<file path="config.mk">
export PLATFORM = sky130hd
export DESIGN_NAME = bcd_to_bin
export DESIGN_NICKNAME = d
export VERILOG_FILES = /design/src/rtl/bcd_to_bin_pkg.sv /design/src/rtl/bcd_to_bin_digit_adj.sv /design/src/rtl/bcd_to_bin.sv
export SDC_FILE = /design/constraint.sdc
export NUM_CORES = 1
export LEC_CHECK = 0
export CAP_MARGIN = 10
export CORE_UTILIZATION = 48
export DETAILED_ROUTE_END_ITERATION = 6
export GPL_ROUTABILITY_DRIVEN = 0
export PLACE_DENSITY = 0.85
export SYNTH_ARGS = -nofsm -noshare
export SYNTH_HDL_FRONTEND = slang
export SYNTH_SLANG_ARGS = --single-unit
</file>
<file path="constraint.sdc">
create_clock -name clk -period 1.3 [get_ports clk]
set_input_delay 0.195 -clock clk [delete_from_list [all_inputs] [get_ports clk]]
set_output_delay 0.195 -clock clk [all_outputs]
set_load 0.005 [all_outputs]
</file>
<file path="src/rtl/bcd_to_bin_pkg.sv">
// Shared definitions for the sequential BCD-to-binary converter:
// default sizes, FSM state type and the BCD digit range check.
package bcd_pkg;

   localparam int BCD_DIGITS = 3;
   localparam int BCD_BIN_W  = 10;

   typedef enum logic {IDLE, SHIFT} state_e;

   function automatic logic bcd_digit_valid(input logic [3:0] d);
      return (d <= 4'd9);
   endfunction

endpackage

</file>
<file path="src/rtl/bcd_to_bin_digit_adj.sv">
// Per-digit correction for reverse double-dabble: a digit that picked up
// a weight-8 bit from its upper neighbour really carries weight 5, so take 3 off.
module bcd_digit_adj
   import bcd_pkg::*;
(
   input  logic [3:0] d_in,
   output logic [3:0] d_out
);

   assign d_out = (d_in >= 4'd8) ? (d_in - 4'd3) : d_in;

endmodule

</file>
<file path="src/rtl/bcd_to_bin.sv">
// Sequential BCD-to-binary converter, one shift per cycle, start/busy/done.
// Optional input digit check: define BCD2BIN_DIGIT_CHECK_EN.
module bcd_to_bin
   import bcd_pkg::*;
#(
   parameter int DIGITS = BCD_DIGITS,
   parameter int BIN_W  = BCD_BIN_W
) (
   input  logic                  clk,
   input  logic                  rst,
   input  logic                  start,
   input  logic [4*DIGITS-1:0]   bcd_in,
   output logic                  busy,
   output logic                  done,
   output logic [BIN_W-1:0]      bin_out,
   output logic                  err
);

   localparam int BCD_W = 4*DIGITS;
   localparam int CNT_W = $clog2(BIN_W+1);

   state_e             state_q, state_d;
   logic [BCD_W-1:0]   bcd_q, bcd_d;
   logic [BIN_W-1:0]   bin_q, bin_d;
   logic [CNT_W-1:0]   cnt_q, cnt_d;
   logic               busy_q, busy_d;
   logic               done_q, done_d;
   logic               err_q, err_d;
   logic [BIN_W-1:0]   bin_out_q, bin_out_d;

   logic [BCD_W+BIN_W-1:0] work_sh;
   logic [BCD_W-1:0]       bcd_adj;

   assign work_sh = {bcd_q, bin_q} >> 1;

   for (genvar g = 0; g < DIGITS; g++) begin : g_adj
      bcd_digit_adj u_adj (
         .d_in  (work_sh[BIN_W + 4*g +: 4]),
         .d_out (bcd_adj[4*g +: 4])
      );
   end

`ifdef BCD2BIN_DIGIT_CHECK_EN
   logic bad_digit;
   always_comb begin
      bad_digit = 1'b0;
      for (int i = 0; i < DIGITS; i++)
         if (!bcd_digit_valid(bcd_in[4*i +: 4])) bad_digit = 1'b1;
   end
`endif

   always_comb begin
      state_d   = state_q;
      bcd_d     = bcd_q;
      bin_d     = bin_q;
      cnt_d     = cnt_q;
      busy_d    = busy_q;
      done_d    = 1'b0;
      err_d     = err_q;
      bin_out_d = bin_out_q;
      case (state_q)
         IDLE: if (start) begin
`ifdef BCD2BIN_DIGIT_CHECK_EN
            if (bad_digit) begin
               bin_out_d = '0;
               err_d     = 1'b1;
               done_d    = 1'b1;
            end else begin
`else
            begin
`endif
               bcd_d   = bcd_in;
               bin_d   = '0;
               cnt_d   = '0;
               state_d = SHIFT;
               busy_d  = 1'b1;
            end
         end
         SHIFT: begin
            bcd_d = bcd_adj;
            bin_d = work_sh[BIN_W-1:0];
            cnt_d = cnt_q + CNT_W'(1);
            if (cnt_q == CNT_W'(BIN_W-1)) begin
               bin_out_d = work_sh[BIN_W-1:0];
               err_d     = 1'b0;
               done_d    = 1'b1;
               busy_d    = 1'b0;
               state_d   = IDLE;
            end
         end
         default: state_d = IDLE;
      endcase
   end

   always_ff @(posedge clk or posedge rst) begin
      if (rst) begin
         state_q   <= IDLE;
         bcd_q     <= '0;
         bin_q     <= '0;
         cnt_q     <= '0;
         busy_q    <= 1'b0;
         done_q    <= 1'b0;
         err_q     <= 1'b0;
         bin_out_q <= '0;
      end else begin
         state_q   <= state_d;
         bcd_q     <= bcd_d;
         bin_q     <= bin_d;
         cnt_q     <= cnt_d;
         busy_q    <= busy_d;
         done_q    <= done_d;
         err_q     <= err_d;
         bin_out_q <= bin_out_d;
      end
   end

   assign busy    = busy_q;
   assign done    = done_q;
   assign err     = err_q;
   assign bin_out = bin_out_q;

endmodule

</file>
Word-level counts from Yosys, hierarchy flattened:

Cells that the tools add are included.

* memory bits (read-only): 0
* register bits: 39
* word-level logic and storage cells: 37
* input bits: 15
* memories: 0
* output and inout port bits: 13
* latch bits: 0
* memory bits (writable): 0

* div/mod/pow operators: 0
* equality and inequality tests: 3
* bitwise logic cells: 1
* multipliers: 0
* shift operators: 0
* reduce and logical (&&, ||, !) cells: 2
* add/subtract/negate cells: 4
* order comparisons: 3
* multiplexer cells: 17

Operators with widths (number)
* $pmux 12 s2: 1
* $pmux 10 s2: 1
* $mux 4: 4
* $mux 12: 1
* $mux 10: 1
* $ge 4x4->1 const B: 2
* $pmux 4 s2: 1
* $sub 4x2->4 const B: 2
* $mux 1: 6
* $add 4x1->4 const B: 1
* $eq 4x4->1 const B: 1
* $ge 3x4->1 const B: 1
* $pmux 1 s2: 2
* $reduce_and 2->1: 2
* $sub 3x2->4 const B: 1
* $ne 2x1->1 const B: 1
* $ne 2x2->1 const B: 1
* $not 1->1: 1

Logic depth before layout (Yosys ltp):

* depth after elaboration: 3
* mapped depth: 6
* gate-level depth less buffers: 5

Cells and area by module:

A second synthesis with hierarchy kept.

* cell total of the unflattened synthesis: 179
* area, all modules: 1874.3 µm²

Modules (own cells, without submodules)
* bcd_to_bin: instances 1, area an instance 1645.3 µm², seq. area each 950.9 µm², cells each 146
* bcd_digit_adj: instances 3, area an instance 76.3 µm², seq. area each 0.0 µm², cells each 11

Worst setup path after synthesis:

Ideal clock, no wire load.

* path type: register -> register
* from: register cnt_q[0]
* to: register bin_out_q[0], in the netlist bin_out[0]
* setup time: 125 ps
* path buffers: 1
* data required time: 1175 ps
* stages on the path, launching flop included: 5
* arrival: 1179 ps
* clock period less this slack: 1304 ps
* slack: -4 ps
* path through: dfrtp_1 -> ha_1 -> nand4b_1 -> buf_6 -> mux2_4

* cells in the longest elaborated chain, start to end: 2

RTL lines
* from (decl): RTL line bcd_to_bin.sv:25 `logic [CNT_W-1:0] cnt_q, cnt_d;`
* from (signal assigned): RTL line bcd_to_bin.sv:109 `cnt_q <= cnt_d;`
* $eq 4x4->1: RTL line bcd_to_bin.sv:83 `if (cnt_q == CNT_W'(BIN_W-1)) begin`
* $reduce_and 2->1 (no source line)
* to (signal assigned): RTL line bcd_to_bin.sv:113 `bin_out_q <= bin_out_d;`
* to (decl): RTL line bcd_to_bin.sv:29 `logic [BIN_W-1:0] bin_out_q, bin_out_d;`

Every way passes these cells.
A chain may end at the register's enable or synchronous reset.

Final worst setup path:

* from: register cnt_q[1]
* to: register bin_out_q[0], in the netlist bin_out[0]

The elaborated chain is that of the path after synthesis.

==> impl_metrics.env <==
export IMPL_die_width_um=63.2
export IMPL_timing_critical_path_to_type="register"
export IMPL_postLayoutSetupSlackWorst_ns=-0.117
export IMPL_clock_insertion_delay_worst_skew_ns=0.29
export IMPL_worstSetupPathType="reg -> reg"
export IMPL_grt_start_max_net_pins=39
export IMPL_first_global_vias=1302
export IMPL_post_dp_cell_area_um2=2200
export IMPL_r2r_end="bin_out[0]"
export IMPL_arrival_ns=1.60
export IMPL_layout_drive_gt1_share=0.212
export IMPL_finalSetupViolCount=10
export IMPL_cell_count_along_the_critical_path=5
export IMPL_slew_violations=0
export IMPL_dr_pass1_iters=4
export IMPL_fin_worst_skew_ns=0.00898
export IMPL_timing_critical_path_required_ns=1.48
export IMPL_dp_hpwl_mm=2.42
export IMPL_die_area_um2=3990
export IMPL_count_of_antenna_violating_nets_left_after_detailed_routing=0
export IMPL_yosys_warnings=0
export IMPL_final_nets=228
export IMPL_cap_violations=0
export IMPL_antenna_violations_before_repair=0
export IMPL_route_vias_total=1281
export IMPL_path_buf_inv=2
export IMPL_antenna_cells_inserted=0
export IMPL_floorplan_die_height_um=63.2
export IMPL_clk_root_buffer_cell="clkbuf_8"
export IMPL_tritoncts="built"
export IMPL_max_vdd_ir_drop_mv=0.894
export IMPL_io_pins=28
export IMPL_fin_crit_ns=1.42
export IMPL_cts_made_buffers=5
export IMPL_fmax_mhz=706
export IMPL_core_region_area_um2=3470
export IMPL_core_rowCount=21
export IMPL_io_buffer_count=26
export IMPL_global_route_usage_total=0.199
export IMPL_synth_lib_cells_used_distinct=26
export IMPL_design_power_total_uw=5050
export IMPL_synth_fp_nets=182
export IMPL_synth_seq_cells=38
export IMPL_postLayoutCellArea_um2=2350
export IMPL_grt_setup_unrepaired="true"
export IMPL_layout_cells_non_filler=254
export IMPL_p_leak_uw=0.00116
export IMPL_post_synthesis_cell_count=161
export IMPL_floorplan_initialDensity=0.518
export IMPL_grt_first_pass_wirelength_mm=6.02
export IMPL_status="complete, but fails checks"
export IMPL_fin_setup_tns_ns=-1.07
export IMPL_drc_violations=0
export IMPL_critical_path_reg2reg_startpoint="cnt_q[1]"
export IMPL_power_density_nw_per_um2=2150
export IMPL_sequence_of_cells_on_the_critical_path="inv_2 -> ha_4 -> nand4b_1 -> buf_6 -> mux2_4"
export IMPL_synth_sequential_area_ratio=0.530
export IMPL_worst_r2r_cell_count=5
export IMPL_wire_per_inst_um=13.6
export IMPL_first_iter_violations=54
export IMPL_timing_critical_path_fanout_max=8
export IMPL_route_final_wire_length_mm=3.45
export IMPL_report_final_hold_viol_count=0
export IMPL_layout_area_overhead_vs_synth_pct=30.9
export IMPL_cts_root_to_sink_buffers=2
export IMPL_via_density_per_instance=5.04
export IMPL_global_route_overflow_total=0
export IMPL_timing_critical_path_from_type="register"
export IMPL_regToRegSetupSlack_ns=-0.12
export IMPL_critical_path_max_stage_delay_ns=0.40
export IMPL_layout_worst_path_cycle_share=1.09
export IMPL_clk_pin_slew_worst_paths_ns=0.08
export IMPL_dpl_worst_slack_ns=-0.147
export IMPL_violated_checks="negative setup slack"
export IMPL_cpLargestDelayFamily="flip-flops"
export IMPL_clock_tree_htree_level_count=2
export IMPL_dpl_cell_count=239
export IMPL_tritoncts_num_sinks=38
export IMPL_post_synth_instance_area_um2=1800
export IMPL_syn_avg_cell_area_um2=11.2
export IMPL_crit_slowest_cell="dfrtp_1"
export IMPL_min_delay_path_class="in -> async"
==> where the power goes <==
group / switching (µW) / total, µW / internal (µW)
registers: 415 / 2130 / 1710
logic: 877 / 2070 / 1200
clock network: 422 / 849 / 426
total: 1710 / 5050 / 3330
==> registers in the layout, indices dropped and copies added, names as in the netlist <==
signal   cells
bcd_q       12
bin_out     10
bin_q        9
busy         1
cnt_q        4
done         1
state_q      1
==> worst max-delay path by stage <==
stage	start	to
2_1_floorplan	cnt_q[1]	bin_out[0]
3_3_place_gp	cnt_q[1]	bin_out[3]
3_5_place_dp	cnt_q[1]	bin_out[0]
4_1_cts	cnt_q[1]	bin_out[0]
5_1_grt	cnt_q[1]	bin_out[2]
6_report	cnt_q[1]	bin_out[0]
==> cell usage in the layout, fill, tap and decap left out, types with 2 or more instances in the layout <==
cell type | synthesis | layout
clkdlybuf4s50_1 | 0 | 14
clkbuf_8 | 0 | 6
ha_1 | 6 | 5
dlygate4sd2_1 | 0 | 12
nor2b_1 | 7 | 7
mux2i_1 | 10 | 10
xnor2_1 | 2 | 2
buf_4 | 3 | 20
dfrtp_1 | 38 | 38
a21oi_1 | 6 | 6
mux2_4 | 9 | 9
o21ai_0 | 17 | 17
nand2b_1 | 12 | 12
nor2_1 | 5 | 5
buf_12 | 0 | 2
a211oi_1 | 4 | 4
nand2_1 | 17 | 17
inv_1 | 7 | 5
xor2_1 | 3 | 3
==> what timing repair did <==
action,CTS,global route
pin swaps,0,0
resized for setup,16,1
cloned,0,0
setup endpoints to repair,22,13
hold buffers,0,0
buffers inserted,8,0
==> cells by family after synthesis <==
| logic type | after synthesis | share of synthesized area |
|---|---|---|
| AO/OA/AOI/OAI | 30 | 0.0920 |
| XOR/XNOR | 5 | 0.0244 |
| adder cells (fa/ha/maj) | 6 | 0.0418 |
| buffers and inverters | 17 | 0.0481 |
| flip-flops | 38 | 0.530 |
| multiplexers | 20 | 0.137 |
| other | 1 | 0.00209 |
| AND/OR/NAND/NOR | 44 | 0.125 |
==> through the flow <==
| step | hold slack [ns] | utilization |
|---|---|---|
| 6_report | 0.263 | 0.677 |
| 5_1_grt | 0.289 | 0.677 |
| 4_1_cts | 0.274 | 0.679 |
| 3_5_place_dp | 0.486 | 0.635 |
| 3_3_place_gp | 0.469 | 0.635 |
| 2_1_floorplan | 0.312 | - |
==> worst reg2reg max path, stage by stage, from the launching register on <==
cell and delay, ns:
dfrtp_1 0.40, inv_2 0.08, ha_4 0.12, nand4b_1 0.19
buf_6 0.22, mux2_4 0.30
==> cell usage after synthesis <==
library cell  instances  share of area
o22ai_1               1         0.0035
nand4b_1              1         0.0049
buf_2                 3         0.0084
nand3b_1              1         0.0042
inv_1                 7          0.015
ha_1                  6          0.042
mux2i_1              10          0.056
a211oi_1              4          0.017
buf_4                 3          0.013
xor2_1                3          0.015
nand2b_1             12          0.042
clkbuf_1              3         0.0063
nor2_1                5          0.010
mux2_2                1         0.0063
o21ai_0              17          0.047
dfrtp_1              38           0.53
xnor2_1               2         0.0098
buf_6                 1         0.0063
o31ai_1               1         0.0042
conb_1                1         0.0021
a21oi_1               6          0.017
nand2_1              17          0.036
nor2b_1               7          0.024
a31oi_1               1         0.0035
mux2_4                9          0.075
nand4_1               1         0.0035
==> metal layers <==
metal,share of wire,global-route usage,routed length [µm]
met1,0.42,0.220,1450
met2,0.53,0.359,1830
met3,0.035,0.0543,122
met4,0.016,0.0785,55
met5,0,0,0
==> cell type report <==
cell class | instances | area, µm²
Clock buffer | 6 | 82.6
Clock inverter | 2 | 12.5
Fill cell | 289 | 1120
Inverter | 7 | 28.8
Multi-Input combinational cell | 106 | 771
Sequential cell | 38 | 951
Tap cell | 46 | 57.6
Timing Repair Buffer | 49 | 447
(Power assumes the default switching activity.)
